**src/rtl/alu_pkg.sv**
```systemverilog
`default_nettype none
// ============================================================================
// Module      : alu_pkg
// Description : Shared ALU opcodes and shift-add multiplier state encoding.
// Revision    : 1.0 - initial release
// ============================================================================
package alu_pkg;

   localparam logic [3:0] OP_BYPASS    = 4'b0000;
   localparam logic [3:0] OP_LLS_SUPER = 4'b0010;
   localparam logic [3:0] OP_RLS_RX    = 4'b0101;
   localparam logic [3:0] OP_ADD       = 4'b1110;

   typedef enum logic [2:0] {
      IDLE = 3'd0,
      ADD  = 3'd1,
      SHL  = 3'd2,
      SHR  = 3'd3,
      DONE = 3'd4
   } mul_state_t;

   // First operation state for a freshly accepted multiplier value.
   function automatic mul_state_t first_state(input logic [7:0] mplier);
      if (mplier == 8'd0)
         return DONE;
      else if (mplier[0])
         return ADD;
      else
         return SHL;
   endfunction

endpackage : alu_pkg
`default_nettype wire

```
**src/rtl/alu_mul_seq.sv**
```systemverilog
`default_nettype none
// ============================================================================
// Module      : alu_mul_seq
// Description : 8x8 shift-add multiplier that sequences an external ALU,
//               one ALU operation per cycle, with valid/ready handshakes.
// Revision    : 1.0 - initial release
// ============================================================================
module alu_mul_seq
   import alu_pkg::*;
(
   input  logic       clk,
   input  logic       rst_n,
   input  logic       req_valid,
   output logic       req_ready,
   input  logic [7:0] a,
   input  logic [7:0] b,
   output logic       resp_valid,
   input  logic       resp_ready,
   output logic [7:0] product,
   output logic       ovf,
   output logic [3:0] alu_opcode,
   output logic [7:0] input0,
   output logic [7:0] input1,
   input  logic [7:0] result,
   input  logic       zero
);

   mul_state_t r_state;
   mul_state_t w_state_nxt;

   logic [7:0] r_acc;
   logic [7:0] r_mcand;
   logic [7:0] r_mplier;
   logic       r_lost;
   logic       r_ovf;

   always_ff @(posedge clk or negedge rst_n) begin
      if (!rst_n)
         r_state <= IDLE;
      else
         r_state <= w_state_nxt;
   end

   always_comb begin
      w_state_nxt = r_state;
      req_ready   = 1'b0;
      resp_valid  = 1'b0;
      alu_opcode  = OP_BYPASS;
      input0      = 8'd0;
      input1      = 8'd0;
      case (r_state)
         IDLE: begin
            req_ready = 1'b1;
            if (req_valid)
               w_state_nxt = first_state(b);
         end
         ADD: begin
            alu_opcode  = OP_ADD;
            input0      = r_acc;
            input1      = r_mcand;
            w_state_nxt = SHL;
         end
         SHL: begin
            alu_opcode  = OP_LLS_SUPER;
            input0      = r_mcand;
            w_state_nxt = SHR;
         end
         SHR: begin
            alu_opcode = OP_RLS_RX;
            input1     = r_mplier;
            // The shifted multiplier comes straight back from the ALU.
            if (zero)
               w_state_nxt = DONE;
            else if (result[0])
               w_state_nxt = ADD;
            else
               w_state_nxt = SHL;
         end
         DONE: begin
            resp_valid = 1'b1;
            if (resp_ready)
               w_state_nxt = IDLE;
         end
         default: w_state_nxt = IDLE;
      endcase
   end

   always_ff @(posedge clk or negedge rst_n) begin
      if (!rst_n) begin
         r_acc    <= 8'd0;
         r_mcand  <= 8'd0;
         r_mplier <= 8'd0;
         r_lost   <= 1'b0;
         r_ovf    <= 1'b0;
      end else begin
         case (r_state)
            IDLE: begin
               if (req_valid) begin
                  r_acc    <= 8'd0;
                  r_mcand  <= a;
                  r_mplier <= b;
                  r_lost   <= 1'b0;
                  r_ovf    <= 1'b0;
               end
            end
            ADD: begin
               r_acc <= result;
               // Wrap-around of the sum, or adding a multiplicand that has
               // already shifted a one out of the top, both mean overflow.
               if ((result < r_acc) || r_lost)
                  r_ovf <= 1'b1;
            end
            SHL: begin
               r_mcand <= result;
               r_lost  <= r_lost | r_mcand[7];
            end
            SHR: begin
               r_mplier <= result;
            end
            default: begin
            end
         endcase
      end
   end

   assign product = r_acc;
   assign ovf     = r_ovf;

endmodule : alu_mul_seq
`default_nettype wire

```
**config.mk**
```make
export PLATFORM = sky130hd
export DESIGN_NAME = alu_mul_seq
export DESIGN_NICKNAME = d
export VERILOG_FILES = /design/src/rtl/alu_pkg.sv /design/src/rtl/alu_mul_seq.sv
export SDC_FILE = /design/constraint.sdc
export NUM_CORES = 1
export LEC_CHECK = 0
export BUFFER_PORTS_ARGS = -buffer_cell sky130_fd_sc_hd__buf_4
export CORE_AREA = 2 2 65 67
export DETAILED_ROUTE_END_ITERATION = 16
export DIE_AREA = 0 0 67 69
export PLACE_DENSITY = 0.77
export SYNTH_ARGS = -nofsm -noshare
export SYNTH_HDL_FRONTEND = slang
export SYNTH_SLANG_ARGS = --single-unit
```
**constraint.sdc**
```tcl
create_clock -name clk -period 1.6 [get_ports clk]
set_clock_uncertainty 0.1 [all_clocks]
set_input_delay 0.32 -clock clk [delete_from_list [all_inputs] [get_ports clk]]
set_output_delay 0.32 -clock clk [all_outputs]
set_load 0.03 [all_outputs]
```
## Word level (Yosys, flattened, before mapping)

Cells that the tools add are included.

- Register bits: 29
- Input port bits: 29

- $lt $le $gt $ge: 1
- Equal/unequal tests: 7
- Muxes and demuxes: 22
- Bitwise logic cells: 1
- Reductions and logical operators: 11

Operators by type and width:

| kind | count |
|---|---|
| $pmux 8 s2 | 5 |
| $mux 8 | 3 |
| $pmux 3 s5 | 1 |
| $mux 3 | 4 |
| $pmux 4 s3 | 1 |
| $logic_not 8->1 | 1 |
| $lt 8x8->1 | 1 |
| $reduce_and 2->1 | 4 |
| $eq 3x2->1 const B | 2 |
| $ne 2x2->1 const B | 3 |
| $reduce_bool 2->1 | 3 |
| $mux 1 | 4 |
| $mux 2 | 2 |
| $pmux 1 s2 | 2 |
| $eq 3x1->1 const B | 1 |
| $eq 3x3->1 const B | 1 |
| $logic_not 3->1 | 1 |
| $reduce_and 3->1 | 1 |
| $logic_or 1x1->1 | 1 |
| $or 1x1->1 | 1 |

## Logic depth before layout (Yosys ltp)

Gate-level depths: netlist (run 1).

- Word-level depth: 4
- Gate-level depth with buffers: 6
- Depth with buffers taken out: 5

## Least setup slack after synthesis (run 1)

No wires, ideal clock.

- Kind: reg2out
- Start point: reg r_state[1]
- End point: out input0[0]
- Data arrival time: 1.484 ns
- Required time: 1.180 ns
- Slack: -0.304 ns
- Cell stages (with the launch flop): 5
- Path through: dfrtp_1 -> buf_4 -> nor3_4 -> buf_4 -> a22o_1

- Longest elaborated chain between the ends: 2
- Elaborated cells between the ends (all ways): 3
- Those cells by class: eq/ne (2); mux (1)

Ends and longest elaborated chain:

| item | line | RTL |
|---|---|---|
| start: declaration | alu_mul_seq.sv:28 | `mul_state_t r_state;` |
| start signal: assignment | alu_mul_seq.sv:41 | `r_state <= w_state_nxt;` |
| $eq 3x2->1 / $eq 3x1->1 (equally long branches) | alu_mul_seq.sv:51 | `case (r_state)` |
| $pmux 8 s2 (*) | alu_mul_seq.sv:51 |  |
| end: declaration | alu_mul_seq.sv:22 | `output logic [7:0] input0,` |

Every way passes the cells marked *; elsewhere a longest branch is shown, timed or not.

## Worst setup path after layout (run 1)

- Start point: reg r_state[1]
- End point: out input0[3]

The elaborated chain is that of the path after synthesis.

==> impl_metrics.tcl, run 1 <==
set metrics [dict create \
    outcome "complete, but fails checks" \
    violations "setup timing" \
    synth-seq-cells 29 \
    vias 1874 \
    ant_nets 0 \
    cap_violations 0 \
    critPathKind "flip-flop to output pin" \
    post-place-ws_ns -0.143 \
    dieArea_um2 4620 \
    arrival_ns 1.57 \
    worstPathRequired_ns 1.18 \
    gp_congestion 0.855 \
    rsz0062_at_grt "true" \
    ys.flop_type "dfrtp_1" \
    grt_antenna_before_repair 0 \
    async_flop_share 1.00 \
    final.period_utilization 1.24 \
    chipWidth_um 67 \
    synth_area_leader_cell "dfrtp_1" \
    ys_warn_count 0 \
    grt_overflow 0 \
    drive_gt1_frac 0.579 \
    worst_slack_ns -0.392 \
    htree_levels 2 \
    finalHoldViolCount 0 \
    grt.total_usage 0.259 \
    finalNetCount 326 \
    syn2layout_area_growth_pct 78.2 \
    clk_latency_ns 0.29 \
    syn_nets 215 \
    drcViolationCount 0 \
    start_util 0.441 \
    rows 23 \
    routedWlPerCell_um 17.8 \
    dp_hpwl_um 3740 \
    fp.dieH_um 69 \
    ios 60 \
    max_slew_margin 0.725 \
    synthesis.instances 179 \
    dr.pass1.iters 4 \
    yosysSeqAreaShare 0.421 \
    drt_iter0_drc 125 \
    clkSlewWorstSetupHoldPaths_ns 0.06 \
    cts_tree "built" \
    cts.sinks 29 \
    ir_worst_vdd_mv 1.50 \
    netlist_top_cells_count "29 x dfrtp_1, 21 x nor2_1, 20 x nand2_1, 16 x a22o_1, 16 x mux2i_1" \
    synthMostInstantiatedCell "dfrtp_1" \
    numPortBuffers 59 \
    cts_buffer_depth 2 \
    synth_area_per_cell_um2 9.63 \
    yosysTopAreaCellShare 0.421 \
    setup-tns-final_ns -13.72 \
    period_minus_slack_ns 1.99 \
    cts-root-buf "clkbuf_8" \
    coreArea_um2 3910 \
    netlist_area_um2 1720 \
    crit_fanout 5 \
    max_freq_mhz 502 \
    synth_area_leaders "dfrtp_1 42%, mux2i_1 9.3%, a22o_1 8.1%" \
    antenna_cells 0 \
    grt_pass1_wl_um 8940 \
    grt_pass1_vias 1840 \
    setup-violations-final 49 \
    synth.distinct_cells 31 \
    viasPerCell 5.51 \
    slew_violations 0 \
    cts_buffers 5 \
    finish.instance_area_um2 3070 \
    startpoint_type "flip-flop" \
    worst_pin_slew_ns 0.409 \
    leakage_nw 1.48 \
    post_dp_cell_area_um2 2480 \
    routed_wl_um 6060 \
    power_density_nw_per_um2 2440 \
    grt_max_degree 30 \
    worstHoldPathType "input pin to flip-flop" \
    endpoint_kind "output pin" \
    synth_enable_flop_cells 0 \
]
[final cells by class]
cell class,instances,area [um^2]
tap,50,62.6
inverter,13,51.3
fill,235,842
multi-input combinational,127,1080
clock inverter,2,35.0
clock buffer,5,68.8
timing repair buffer,114,1040
sequential,29,729
[stage by stage]
step / std cells / util / hold WS, ns / power, mW
after floorplan: 179 / - / -0.0756 / 4.00
after global placement: 309 / 0.635 / 0.163 / 5.32
after detailed placement: 309 / 0.635 / 0.164 / 5.40
after CTS: 336 / 0.755 / 0.150 / 7.08
after global routing: 340 / 0.785 / 0.148 / 7.84
final: 340 / 0.785 / 0.159 / 7.49
[routing by layer]
layer	global-route usage	part of all wire
met5	0	0
met1	0.340	0.41
met4	0.0975	0.028
met3	0.0587	0.051
met2	0.413	0.52
[kinds of logic (layout without fill, tap and decap cells)]
logic type | count (synthesis) | after routing | share of synthesized area
buffers and inverters | 23 | 134 | 0.0726
DFF | 29 | 29 | 0.421
and+or+nand+nor | 56 | 56 | 0.166
muxes | 16 | 16 | 0.0929
adders and majority gates | 7 | 7 | 0.0508
AOI/OAI and AO/OA | 48 | 48 | 0.197
[flip-flops by register name, indices dropped and copies added, names as in the netlist]
register  cells
product       8
r_mcand       8
r_mplier      8
r_state       3
ovf           1
r_lost        1
[cells in the final DEF, fill, tap and decap left out, types with 3 or more instances in the layout]
master    instances
a21oi_1          11
a22o_1            8
a22o_4            8
a22oi_1           6
buf_4            70
buf_6            41
clkbuf_8          5
dfrtp_1          26
dfrtp_2           3
ha_1              7
inv_1             9
inv_2             3
mux2i_1          10
mux2i_2           4
nand2_1          18
nor2_1           10
nor2_2            8
nor2_4            4
o21ai_0           3
[path summary, 6_finish.rpt]
path | end | slack (ns) | cells past startpoint | startpoint
worst max-delay path | input0[3] | -0.39 | 5 | r_state[1]$_DFFE_PN0P_
worst min-delay path | r_mcand[3]$_DFFE_PN0P_ | 0.16 | 3 | a[3]
worst max register to register | r_mplier[0]$_DFFE_PN0P_ | -0.35 | 7 | r_state[1]$_DFFE_PN0P_
worst min register to register | r_lost$_DFFE_PN0P_ | 0.40 | 2 | r_lost$_DFFE_PN0P_
max in group asynchronous | r_state[2]$_DFFE_PN0P_ | 0.69 | 2 | rst_n
min in group asynchronous | product[5]$_DFFE_PN0P_ | 0.40 | 2 | rst_n
[critical path, cell delays in order, from the launching register on]
cell and delay (ns):
dfrtp_2 0.43, buf_6 0.13, nor3_4 0.29, buf_6 0.19, a22o_4 0.13, buf_6 0.12
[report_power, final]
group          switching (mW)  total (mW)  internal [mW]
combinational            2.66        5.28           2.62
sequential              0.379        1.47           1.09
clock                   0.286       0.738          0.452
total                    3.32        7.49           4.16
[repair_timing]
| item | CTS | global route |
|---|---|---|
| hold endpoints to repair | 29 | 0 |
| setup endpoints to repair | 42 | 50 |
| gates resized for setup | 55 | 21 |
| setup buffers | 17 | 4 |
| pin swaps | 9 | 23 |
| hold buffers | 1 | 0 |
| gates cloned | 2 | 0 |
Note: power is estimated with default switching activity, not from simulation.
==> run 2: changes to the inputs <==
--- a/config.mk
+++ b/config.mk
@@ -6,9 +6,9 @@
 export NUM_CORES = 1
 export LEC_CHECK = 0
 export BUFFER_PORTS_ARGS = -buffer_cell sky130_fd_sc_hd__buf_4
-export CORE_AREA = 2 2 65 67
+export CORE_AREA = 3 3 66 68
 export DETAILED_ROUTE_END_ITERATION = 16
-export DIE_AREA = 0 0 67 69
+export DIE_AREA = 0 0 69 71
 export PLACE_DENSITY = 0.77
 export SYNTH_ARGS = -nofsm -noshare
 export SYNTH_HDL_FRONTEND = slang
==> run 2 against run 1 <==
Critical endpoint is now input0[0]. Largest power group unchanged. Critical path depth unchanged. The flow still finishes with violations (setup timing). Clock power down 7.9%. Global-route usage down 2.2 points.
==> impl_metrics.tcl, run 2 (synthesis results as in run 1) <==
set metrics [dict create \
    grt_pass1_wl_um 9160 \
    ios 60 \
    post_dp_cell_area_um2 2490 \
    clkSlewWorstSetupHoldPaths_ns 0.06 \
    post-place-ws_ns -0.151 \
    p_clk_frac 0.099 \
    rows 23 \
    coreArea_um2 3910 \
    dieArea_um2 4900 \
    cts-root-buf "clkbuf_8" \
    dp_hpwl_um 3890 \
    start_util 0.441 \
    fp.dieH_um 71 \
    finalHoldViolCount 0 \
    cts_buffers 5 \
    seqPwrFrac 0.211 \
    vias 1817 \
    final.period_utilization 1.22 \
    finish.instance_area_um2 2850 \
    antenna_cells 0 \
    dr.pass1.iters 4 \
    rsz0062_at_grt "true" \
    fin_util 0.728 \
    worst_slack_ns -0.357 \
    max_slew_margin 0.699 \
    p_sw_mw 3.11 \
    power_density_nw_per_um2 2400 \
    swShare 0.454 \
    drcViolationCount 0 \
    chipWidth_um 69 \
    gp_congestion 0.831 \
    cap_violations 0 \
    endpoint_kind "output pin" \
    ant_nets 0 \
    period_minus_slack_ns 1.96 \
    fill_cells 315 \
    syn2layout_area_growth_pct 65.2 \
    slew_violations 0 \
    worstHoldPathType "input pin to flip-flop" \
    numPortBuffers 59 \
    startpoint_type "flip-flop" \
    multi_input_area_um2 1010 \
    grt.total_usage 0.238 \
    seq_area_um2 728 \
    arrival_ns 1.54 \
    r2r_end "product[4]$_DFFE_PN0P_" \
    hold_start "a[1]" \
    grt_max_degree 30 \
    cts_tree "built" \
    grt_antenna_before_repair 0 \
    leakage_nw 1.41 \
    hold_ws_ns 0.144 \
    whs_endpoint "r_mcand[1]$_DFFE_PN0P_" \
    reg2regPathDepth 7 \
    viasPerCell 5.52 \
    max_freq_mhz 511 \
    cts.sinks 29 \
    r2r_start "r_state[0]$_DFFE_PN0P_" \
    worst_pin_slew_ns 0.452 \
    outcome "complete, but fails checks" \
    rrSetupSlack_ns -0.18 \
    routed_wl_um 5680 \
    violations "setup timing" \
    htree_levels 2 \
    finalNetCount 314 \
    worstPathRequired_ns 1.18 \
    cts_buffer_depth 2 \
    grt_overflow 0 \
    min_path_cells 3 \
    layout_common_cells "73 x buf_4, 27 x dfrtp_1, 26 x buf_6" \
    setup-violations-final 46 \
    critPathKind "flip-flop to output pin" \
    p_comb_frac 0.690 \
    routedWlPerCell_um 17.2 \
    final_common_cell "buf_4" \
    clk_latency_ns 0.29 \
    p_int_mw 3.73 \
    drive_gt1_frac 0.516 \
    crit_fanout 7 \
    drt_iter0_drc 147 \
    grt_pass1_vias 1834 \
    ir_worst_vdd_mv 1.30 \
]
==> run 2: critical path, stage by stage, from the launching register on <==
cell     delay, ns
dfrtp_2       0.45
inv_4         0.06
nor3_4        0.31
buf_12        0.18
a22o_4        0.13
buf_6         0.12
==> run 2: per-stage QoR <==
step                      TNS, ns  power, mW  instances
after floorplan             -1.24       4.00        179
after global placement      -2.28       5.38        307
after detailed placement    -2.24       5.48        307
after CTS                   -8.65       6.50        323
after global routing       -11.59       7.24        329
final                       -8.98       6.84        329
==> run 2: worst max-delay path by stage <==
stage	start	cells past startpoint	to	slack (ns)
floorplan	r_state[2]$_DFFE_PN0P_	4	input0[0]	-0.09
global placement	r_state[2]$_DFFE_PN0P_	5	r_mcand[7]$_DFFE_PN0P_	-0.14
detailed placement	r_state[2]$_DFFE_PN0P_	5	r_mcand[7]$_DFFE_PN0P_	-0.15
CTS	r_state[1]$_DFFE_PN0P_	5	input0[3]	-0.36
global route	r_state[1]$_DFFE_PN0P_	5	input0[3]	-0.40
finish	r_state[0]$_DFFE_PN0P_	5	input0[0]	-0.36
==> run 2: area by class of cell <==
type / count / share of cell area
multi-input cells: 127 / 0.356
repair buffers: 102 / 0.313
flip-flops and latches: 29 / 0.256
clock buffers: 7 / 0.0338
well taps: 50 / 0.0220
inverters: 13 / 0.0180
clock inverters: 1 / 0.00176
==> run 2: repair_timing <==
item / 4_1_cts / 5_1_grt
endpoints found under the hold margin: 29 / 0
buffers inserted: 6 / 6
setup endpoints to repair: 39 / 49
gates cloned: 1 / 0
pin swaps: 6 / 6
hold buffers: 1 / 0
resized for setup: 25 / 20
==> run 2: power groups by stage <==
stage / clock [mW] / combinational [mW] / sequential (mW)
2_1_floorplan: 0 / 2.50 / 1.50
5_1_grt: 0.708 / 5.04 / 1.50
4_1_cts: 0.683 / 4.39 / 1.43
6_report: 0.680 / 4.72 / 1.44
3_3_place_gp: 0 / 3.95 / 1.43
3_5_place_dp: 0 / 4.03 / 1.45
==> run 2: layer usage <==
metal	GRT usage	routed length (um)	share of wire	vias up
li1	-	-	-	842
met1	0.315	2430	0.43	886
met2	0.388	2800	0.49	81
met3	0.0554	368	0.065	8
met4	0.0716	71	0.013	0
met5	0	0	0	-
==> run 3: changes to the inputs <==
--- a/config.mk
+++ b/config.mk
@@ -5,7 +5,7 @@
 export SDC_FILE = /design/constraint.sdc
 export NUM_CORES = 1
 export LEC_CHECK = 0
-export BUFFER_PORTS_ARGS = -buffer_cell sky130_fd_sc_hd__buf_4
+export BUFFER_PORTS_ARGS = -buffer_cell sky130_fd_sc_hd__buf_2
 export CORE_AREA = 3 3 66 68
 export DETAILED_ROUTE_END_ITERATION = 16
 export DIE_AREA = 0 0 69 71
==> run 3 against run 2 <==
Highest routed layer unchanged. Global-route usage decreased by 0.62 points. Sequential share of layout area fell by 0.20 points. Final cell count increased by 0.61%. Final area increased by 0.79%. Worst setup slack better by 0.011 ns. Core utilization rose by 0.58 points. The flow still finishes with violations (setup timing). Largest cell class unchanged. Critical path type unchanged. Register-to-register slack worse by 0.11 ns. Sequential power about the same.
==> impl_metrics.tcl, run 3 (synthesis results as in run 1) <==
set metrics [dict create \
    p_int_mw 3.84 \
    worst_pin_slew_ns 0.688 \
    dieArea_um2 4900 \
    outcome "complete, but fails checks" \
    routed_wl_um 5690 \
    slew_violations 0 \
    routedWlPerCell_um 17.2 \
    whs_endpoint "r_mcand[3]$_DFFE_PN0P_" \
    reg2regPathDepth 8 \
    coreArea_um2 3910 \
    worstPathRequired_ns 1.18 \
    seqPwrFrac 0.207 \
    vias 1848 \
    rows 23 \
    rrSetupSlack_ns -0.29 \
    finalNetCount 317 \
    dr.pass1.iters 4 \
    swShare 0.457 \
    p_sw_mw 3.23 \
    worst_slack_ns -0.346 \
    ir_worst_vdd_mv 1.32 \
    grt_antenna_before_repair 0 \
    grt_pass1_wl_um 8890 \
    rsz0062_at_grt "true" \
    clkSlewWorstSetupHoldPaths_ns 0.07 \
    endpoint_kind "output pin" \
    dp_hpwl_um 3730 \
    cts_buffer_depth 2 \
    syn2layout_area_growth_pct 66.5 \
    max_slew_margin 0.542 \
    cts_tree "built" \
    hold_start "a[3]" \
    antenna_cells 0 \
    r2r_end "r_mplier[2]$_DFFE_PN0P_" \
    p_comb_frac 0.703 \
    min_path_cells 3 \
    worstHoldPathType "input pin to flip-flop" \
    critPathKind "flip-flop to output pin" \
    start_util 0.441 \
    drt_iter0_drc 95 \
    ant_nets 0 \
    r2r_start "r_state[0]$_DFFE_PN0P_" \
    cts.sinks 29 \
    arrival_ns 1.53 \
    layout_common_cells "37 x buf_2, 37 x buf_6, 27 x dfrtp_1, 27 x buf_4, 16 x nand2_1" \
    post-place-ws_ns -0.128 \
    startpoint_type "flip-flop" \
    final.period_utilization 1.22 \
    violations "setup timing" \
    clk_latency_ns 0.29 \
    period_minus_slack_ns 1.95 \
    grt_max_degree 30 \
    leakage_nw 1.40 \
    gp_congestion 0.840 \
    hold_ws_ns 0.145 \
    finalHoldViolCount 0 \
    numPortBuffers 59 \
    p_clk_frac 0.090 \
    grt_overflow 0 \
    drive_gt1_frac 0.548 \
    chipWidth_um 69 \
    grt_pass1_vias 1823 \
    viasPerCell 5.58 \
    ios 60 \
    cts-root-buf "clkbuf_8" \
    drcViolationCount 0 \
    setup-violations-final 48 \
    crit_fanout 7 \
    htree_levels 2 \
    cts_buffers 5 \
    fp.dieH_um 71 \
    cap_violations 0 \
    max_freq_mhz 514 \
    power_density_nw_per_um2 2460 \
    grt.total_usage 0.231 \
]
## run 3: cell count changes in the layout (fill, tap and decap cells not counted), moves of 3 or more
cell	previous run	this run
buf_6	26	37
nor2_4	2	5
nand2_1	20	16
nor2_2	9	6
buf_2	0	37
nand2_2	0	4
buf_4	73	27
## run 3: worst max-delay path: stages (launching register included)
cell	delay (ns)
dfrtp_2	0.47
nor3_4	0.31
buf_6	0.19
a22o_4	0.14
buf_6	0.12
## run 3: area by class of cell
class | instances | area, um^2
clock buffers | 7 | 86.3
fillers | 266 | 1040
inverters | 13 | 51.3
multi-input cells | 127 | 1070
flip-flops and latches | 29 | 728
well taps | 50 | 62.6
repair buffers | 105 | 870
## run 3: metrics by stage
stage          setup TNS, ns  utilization  power, mW  area (um^2)  instances
2_1_floorplan          -1.24            -       4.00         1840        179
3_3_place_gp           -2.42        0.589       5.03         2310        305
3_5_place_dp           -4.19        0.589       5.11         2310        305
4_1_cts               -10.56        0.707       6.74         2770        325
5_1_grt               -14.66        0.734       7.46         2870        331
6_report              -12.53        0.734       7.08         2870        331
## run 3: metal layers
metal  global-route usage  wire (um)  vias to the layer above
met4               0.0781        123                        0
met1                0.300       2240                      899
met5                    0          0                        -
li1                     -          -                      845
met2                0.379       2900                       90
met3               0.0568        425                       14
## run 3: timing repair
| item | in CTS | in global routing |
|---|---|---|
| hold buffers | 1 | 0 |
| hold endpoints to repair | 29 | 0 |
| buffers inserted | 13 | 6 |
| resized for setup | 75 | 17 |
| endpoints found under the setup margin | 46 | 49 |
| pin swaps | 9 | 7 |
## run 3: worst max-delay path by stage
stage               slack [ns]        end                    from  depth (start not counted)
floorplan                -0.09  input0[0]  r_state[2]$_DFFE_PN0P_                          4
global placement          -0.1  input1[6]  r_state[0]$_DFFE_PN0P_                          5
detailed placement       -0.13  input0[0]  r_state[0]$_DFFE_PN0P_                          5
CTS                      -0.35  input0[4]  r_state[1]$_DFFE_PN0P_                          5
global route             -0.39  input0[5]  r_state[1]$_DFFE_PN0P_                          5
finish                   -0.35  input0[4]  r_state[2]$_DFFE_PN0P_                          4
## run 3: power groups by stage
stage	combinational, mW	clock [mW]	sequential, mW
2_1_floorplan	2.50	0	1.50
3_3_place_gp	3.62	0	1.41
3_5_place_dp	3.68	0	1.43
4_1_cts	4.67	0.623	1.45
5_1_grt	5.29	0.665	1.51
6_report	4.98	0.634	1.46
